<file path="config.mk">
export PLATFORM = sky130hd
export DESIGN_NAME = alu_mc
export DESIGN_NICKNAME = d
export VERILOG_FILES = /design/src/rtl/alu_mc.sv
export SDC_FILE = /design/constraint.sdc
export NUM_CORES = 1
export LEC_CHECK = 0
export BUFFER_PORTS_ARGS = -buffer_cell sky130_fd_sc_hd__buf_2
export CAP_MARGIN = 20
export CORE_ASPECT_RATIO = 0.7
export CORE_MARGIN = 2
export CORE_UTILIZATION = 30
export DETAILED_ROUTE_END_ITERATION = 16
export PLACE_DENSITY = 0.45
export RECOVER_POWER = 25
export SLEW_MARGIN = 25
export SYNTH_ARGS = -nofsm -noshare
export SYNTH_HDL_FRONTEND = slang
export SYNTH_SLANG_ARGS = --single-unit
</file>
<file path="constraint.sdc">
create_clock -name clk -period 6.1 [get_ports clk]
set_input_delay 0 -clock clk [delete_from_list [all_inputs] [get_ports clk]]
set_output_delay 0 -clock clk [all_outputs]
set_load 0.01 [all_outputs]
</file>
<file path="src/rtl/alu_mc.sv">
// Multi-cycle ALU: single-cycle logic/arith/shift ops plus iterative unsigned MULU/DIVU.
// Optional macro ALU_OVERFLOW_EN builds the registered signed-overflow flag on 'of'.
module alu_mc #(
  parameter int unsigned WIDTH = 32,
  parameter int unsigned SHW   = 5
) (
  input  logic             clk,
  input  logic             rst,
  input  logic             in_valid,
  output logic             in_ready,
  input  logic [WIDTH-1:0] a,
  input  logic [WIDTH-1:0] b,
  input  logic [5:0]       opcode,
  output logic             out_valid,
  input  logic             out_ready,
  output logic [WIDTH-1:0] alu_out,
  output logic [WIDTH-1:0] alu_hi,
  output logic             zf,
  output logic             of
);

  localparam logic [5:0] OP_ADD  = 6'd0;
  localparam logic [5:0] OP_SUB  = 6'd1;
  localparam logic [5:0] OP_AND  = 6'd2;
  localparam logic [5:0] OP_OR   = 6'd3;
  localparam logic [5:0] OP_XOR  = 6'd4;
  localparam logic [5:0] OP_NOR  = 6'd5;
  localparam logic [5:0] OP_SLT  = 6'd6;
  localparam logic [5:0] OP_SLTU = 6'd7;
  localparam logic [5:0] OP_SLL  = 6'd8;
  localparam logic [5:0] OP_SRL  = 6'd9;
  localparam logic [5:0] OP_SRA  = 6'd10;
  localparam logic [5:0] OP_MULU = 6'd16;
  localparam logic [5:0] OP_DIVU = 6'd17;

  localparam int unsigned CNT_W    = SHW + 1;
  localparam logic [SHW:0] CNT_LAST = CNT_W'(WIDTH - 1);

  typedef enum logic [1:0] {
    S_IDLE = 2'd0,
    S_BUSY = 2'd1,
    S_DONE = 2'd2
  } state_e;

  state_e           state_q, state_d;
  logic [WIDTH-1:0] lo_q, lo_d;
  logic [WIDTH-1:0] hi_q, hi_d;
  logic [WIDTH-1:0] opb_q, opb_d;
  logic [SHW:0]     cnt_q, cnt_d;
  logic             div_q, div_d;
  logic             zf_q, zf_d;

  logic [WIDTH-1:0] sum, diff, sc_res;
  logic [WIDTH-1:0] iter_lo, iter_hi;
  logic [WIDTH:0]   mul_sum, div_sh, div_diff;

  assign sum  = a + b;
  assign diff = a - b;

  always_comb begin
    sc_res = '0;
    case (opcode)
      OP_ADD:  sc_res = sum;
      OP_SUB:  sc_res = diff;
      OP_AND:  sc_res = a & b;
      OP_OR:   sc_res = a | b;
      OP_XOR:  sc_res = a ^ b;
      OP_NOR:  sc_res = ~(a | b);
      OP_SLT:  sc_res = {{(WIDTH-1){1'b0}}, ($signed(a) < $signed(b))};
      OP_SLTU: sc_res = {{(WIDTH-1){1'b0}}, (a < b)};
      OP_SLL:  sc_res = a << b[SHW-1:0];
      OP_SRL:  sc_res = a >> b[SHW-1:0];
      OP_SRA:  sc_res = $signed(a) >>> b[SHW-1:0];
      default: sc_res = '0;
    endcase
  end

  // Working pair {hi_q, lo_q}: multiply shifts right, restoring divide shifts left.
  assign mul_sum  = {1'b0, hi_q} + (lo_q[0] ? {1'b0, opb_q} : '0);
  assign div_sh   = {hi_q, lo_q[WIDTH-1]};
  assign div_diff = div_sh - {1'b0, opb_q};

  always_comb begin
    iter_lo = lo_q;
    iter_hi = hi_q;
    if (!div_q) begin
      iter_hi = mul_sum[WIDTH:1];
      iter_lo = {mul_sum[0], lo_q[WIDTH-1:1]};
    end else if (!div_diff[WIDTH]) begin
      iter_hi = div_diff[WIDTH-1:0];
      iter_lo = {lo_q[WIDTH-2:0], 1'b1};
    end else begin
      iter_hi = div_sh[WIDTH-1:0];
      iter_lo = {lo_q[WIDTH-2:0], 1'b0};
    end
  end

  always_comb begin
    state_d = state_q;
    lo_d    = lo_q;
    hi_d    = hi_q;
    opb_d   = opb_q;
    cnt_d   = cnt_q;
    div_d   = div_q;
    zf_d    = zf_q;
    case (state_q)
      S_IDLE: begin
        if (in_valid) begin
          if (opcode == OP_MULU || (opcode == OP_DIVU && b != '0)) begin
            lo_d    = a;
            hi_d    = '0;
            opb_d   = b;
            cnt_d   = '0;
            div_d   = (opcode == OP_DIVU);
            state_d = S_BUSY;
          end else if (opcode == OP_DIVU) begin
            lo_d    = '1;
            hi_d    = a;
            zf_d    = 1'b0;
            state_d = S_DONE;
          end else begin
            lo_d    = sc_res;
            hi_d    = '0;
            zf_d    = (sc_res == '0);
            state_d = S_DONE;
          end
        end
      end
      S_BUSY: begin
        lo_d  = iter_lo;
        hi_d  = iter_hi;
        cnt_d = cnt_q + 1'b1;
        if (cnt_q == CNT_LAST) begin
          zf_d    = (iter_lo == '0);
          state_d = S_DONE;
        end
      end
      S_DONE: begin
        if (out_ready) state_d = S_IDLE;
      end
      default: state_d = S_IDLE;
    endcase
  end

  always_ff @(posedge clk or posedge rst) begin
    if (rst) begin
      state_q <= S_IDLE;
      lo_q    <= '0;
      hi_q    <= '0;
      opb_q   <= '0;
      cnt_q   <= '0;
      div_q   <= 1'b0;
      zf_q    <= 1'b0;
    end else begin
      state_q <= state_d;
      lo_q    <= lo_d;
      hi_q    <= hi_d;
      opb_q   <= opb_d;
      cnt_q   <= cnt_d;
      div_q   <= div_d;
      zf_q    <= zf_d;
    end
  end

`ifdef ALU_OVERFLOW_EN
  logic of_q, ov_add, ov_sub;

  assign ov_add = (a[WIDTH-1] == b[WIDTH-1]) && (sum[WIDTH-1] != a[WIDTH-1]);
  assign ov_sub = (a[WIDTH-1] != b[WIDTH-1]) && (diff[WIDTH-1] != a[WIDTH-1]);

  always_ff @(posedge clk or posedge rst) begin
    if (rst) begin
      of_q <= 1'b0;
    end else if (state_q == S_IDLE && in_valid) begin
      of_q <= (opcode == OP_ADD && ov_add) || (opcode == OP_SUB && ov_sub);
    end
  end

  assign of = of_q;
`else
  assign of = 1'b0;
`endif

  assign in_ready  = (state_q == S_IDLE);
  assign out_valid = (state_q == S_DONE);
  assign alu_out   = lo_q;
  assign alu_hi    = hi_q;
  assign zf        = zf_q;

endmodule

</file>
==> results.tsv <==
metric	value	unit
ant diodes	0	
htree depth	3	
Slew HR	-40.7	%
worst-margin pin slew	2.10	ns
Antenna Nets Post-Route	0	
maximum vdd ir drop	156	uV
first-pass GRT wire length	140000	um
clock sink count	106	
vias in the first global route	19200	
global placer's final weighted congestion	1.04	
Crit Path Class	reg -> reg	
Slew Viols, Final	45	
CP endpoint kind	register	
Post-synth EDFFs	0	
unrepaired setup endpoints after global routing	false	
total grt overflow	0	
cell area power density	178	mW/mm^2
layout cell share with drive strength beyond 1	14.0	%
area leader, netlist	dfrtp_1	
CP required	6.34	ns
CTS buffer count	9	
GR Util All Layers	29.5	%
P_leak	8.83	nW
DRC viols	0	
post-synthesis sequential area ratio	14.3	%
Starting Density	30.3	%
Final Core Density	33.7	%
Syn. warnings	0	
fmax	188	MHz
Async S/R FF share, synth	100	%
Worst Path Buf+Inv	3	
Final TNS setup	0	ns
failing checks	max-capacitance violations, max-slew violations	
die area	0.0641	mm^2
Hold Violations, Final	0	
DR vias	20800	
post-CTS sizing	0	
Worst Path Max Fanout	16	
Clock Skew	0.0177	ns
most common cell after layout, fill and taps aside	nand2_1	
Via density	6.31	
TritonCTS clock tree	done	
crit start category	register	
Netlist cell types	97	
slowest CP cell	o31a_1	
Cells after Synth	2414	
hold crit path type	in -> reg	
initial DRC count	2571	
crit-path max cell delay	0.46	ns
First-pass DRT Iterations	7	
max_cap viols	1	
wire length per cell	29.4	um
I/O Pins	142	
final wirelength	97000	um
fin crit period	5.32	ns
Die Ht	212	um
Synth Flop Type	dfrtp_1	
Synth area leaders	dfrtp_1, ha_1, mux4_2	
ratio of final minimum period to clock period	87.3	%
Area growth syn-to-layout	11.2	%
status	complete, but fails checks	
cells along the critical path	inv_1 -> ha_1 -> fa_1 -> nand2b_1 -> a21oi_1 -> o41ai_1 -> a31oi_1 -> o21ai_0 -> o31a_1 -> o21ai_0 -> a311oi_1 -> xnor2_4 -> buf_4 -> buf_4 -> mux2i_1 -> o21ai_0	
Worst Path Arrival	5.57	ns
Synth top area share	14.3	%
most frequent CP cell	o21ai_0	
Detail Placement HPWL	75200	um
Die Wd	302	um
Skew-Pair Late Insertion Delay	0.39	ns
core footprint	0.0614	mm^2
syn nets	2661	
Clk pin slew, worst setup/hold paths	0.08	ns
setup violators final	0	
PortBufs	140	
flops & latches, synth	106	
Mapped Area	0.0186	mm^2
Layout Nets	2722	
pin count of the biggest net entering global routing	68	
most frequent cells in the layout	nand2_1, o21ai_0, nor2_1, ha_1, a21oi_1	
delay-heaviest family, CP	compound AO/OA/AOI/OAI gates	
Clock Tree Root	clkbuf_16	
CTS max path bufs	2	
row cnt	76	
antenna violations before repair	3	
syn avg cell area	7.71	um^2
through the flow:
stage	cells	setup slack [ns]	instance area [um^2]	power, mW	hold slack (ns)
2_1_floorplan	2414	1.72	18600	2.25	0.108
3_3_place_gp	3256	0.980	20100	2.94	0.123
3_5_place_dp	3256	0.921	20100	2.95	0.122
4_1_cts	3299	0.888	20700	3.65	0.0234
5_1_grt	3299	0.587	20700	3.89	0.0296
6_report	3299	0.775	20700	3.68	0.0187
metal layers:
metal  up-vias  share of wire [%]  global-route usage (%)
met5         -              0.023                       0
met3       116                 11                    7.87
met1     10300                 47                    45.0
met2      1176                 40                    40.8
li1       9178                  -                       -
met4         4                2.1                    6.06
cells by family after synthesis:
group	share of synthesized area [%]
AOI/OAI and AO/OA	29.6
xor gates and xnor gates	3.10
adders and majority gates	11.8
buffers and inverters	6.91
DFF	14.3
muxes	14.7
other	0.0202
and+or+nand+nor	19.7
power breakdown:
part	switching, mW	internal, mW
clock	0.330	0.338
sequential	0.198	0.853
combinational	1.23	0.734
total	1.75	1.92
cell type report:
type | instances | area [um^2]
fill | 6650 | 40700
clock inverter | 6 | 80.1
sequential | 106 | 2650
timing repair buffer | 231 | 1450
clock buffer | 10 | 239
tap | 819 | 1020
multi-input combinational | 1988 | 14700
inverter | 139 | 523
Yosys cell counts (24+ instances only):
library cell	n
a21o_1	41
a21oi_1	163
a221o_1	32
a221oi_1	31
a31oi_1	32
and2_1	40
buf_2	26
clkbuf_1	128
dfrtp_1	106
ha_1	169
inv_1	134
mux2_2	30
mux2i_1	88
mux4_2	67
nand2_1	231
nand2b_1	33
nand3_1	42
nand4_1	24
nor2_1	197
nor2b_1	26
nor3_1	50
nor4_1	32
o211ai_1	29
o21a_1	30
o21ai_0	199
xnor2_1	41
flip-flops by register name (all words and copies together), names as in the netlist:
name     count
alu_hi      32
alu_out     32
opb_q       32
cnt_q        6
state_q      2
div_q        1
zf           1
path summary, 6_finish.rpt:
kind,start,to,slack [ns],cells past startpoint
worst max-delay path,alu_out[31],alu_hi[12],0.78,16
worst min-delay path,b[10],opb_q[10],0.02,3
worst max register to register,alu_out[31],alu_hi[12],0.78,16
worst min register to register,opb_q[0],opb_q[0],0.51,2
max in group asynchronous,rst,alu_hi[10],3.66,4
min in group asynchronous,rst,opb_q[28],0.68,3
what timing repair did:
action / 4_1_cts / 5_1_grt
hold endpoints to repair: 69 / 0
hold buffers: 27 / 0
buffers inserted: 0 / 0
worst register-to-register path, cell delays in order (launching register included):
cell and delay (ns):
dfrtp_1 0.44, inv_1 0.09, ha_1 0.25, fa_1 0.42, nand2b_1 0.21, a21oi_1 0.33, o41ai_1 0.16, a31oi_1 0.41
o21ai_0 0.36, o31a_1 0.46, o21ai_0 0.32, a311oi_1 0.25, xnor2_4 0.40, buf_4 0.38, buf_4 0.37, mux2i_1 0.24
o21ai_0 0.09
(Power assumes the default switching activity.)
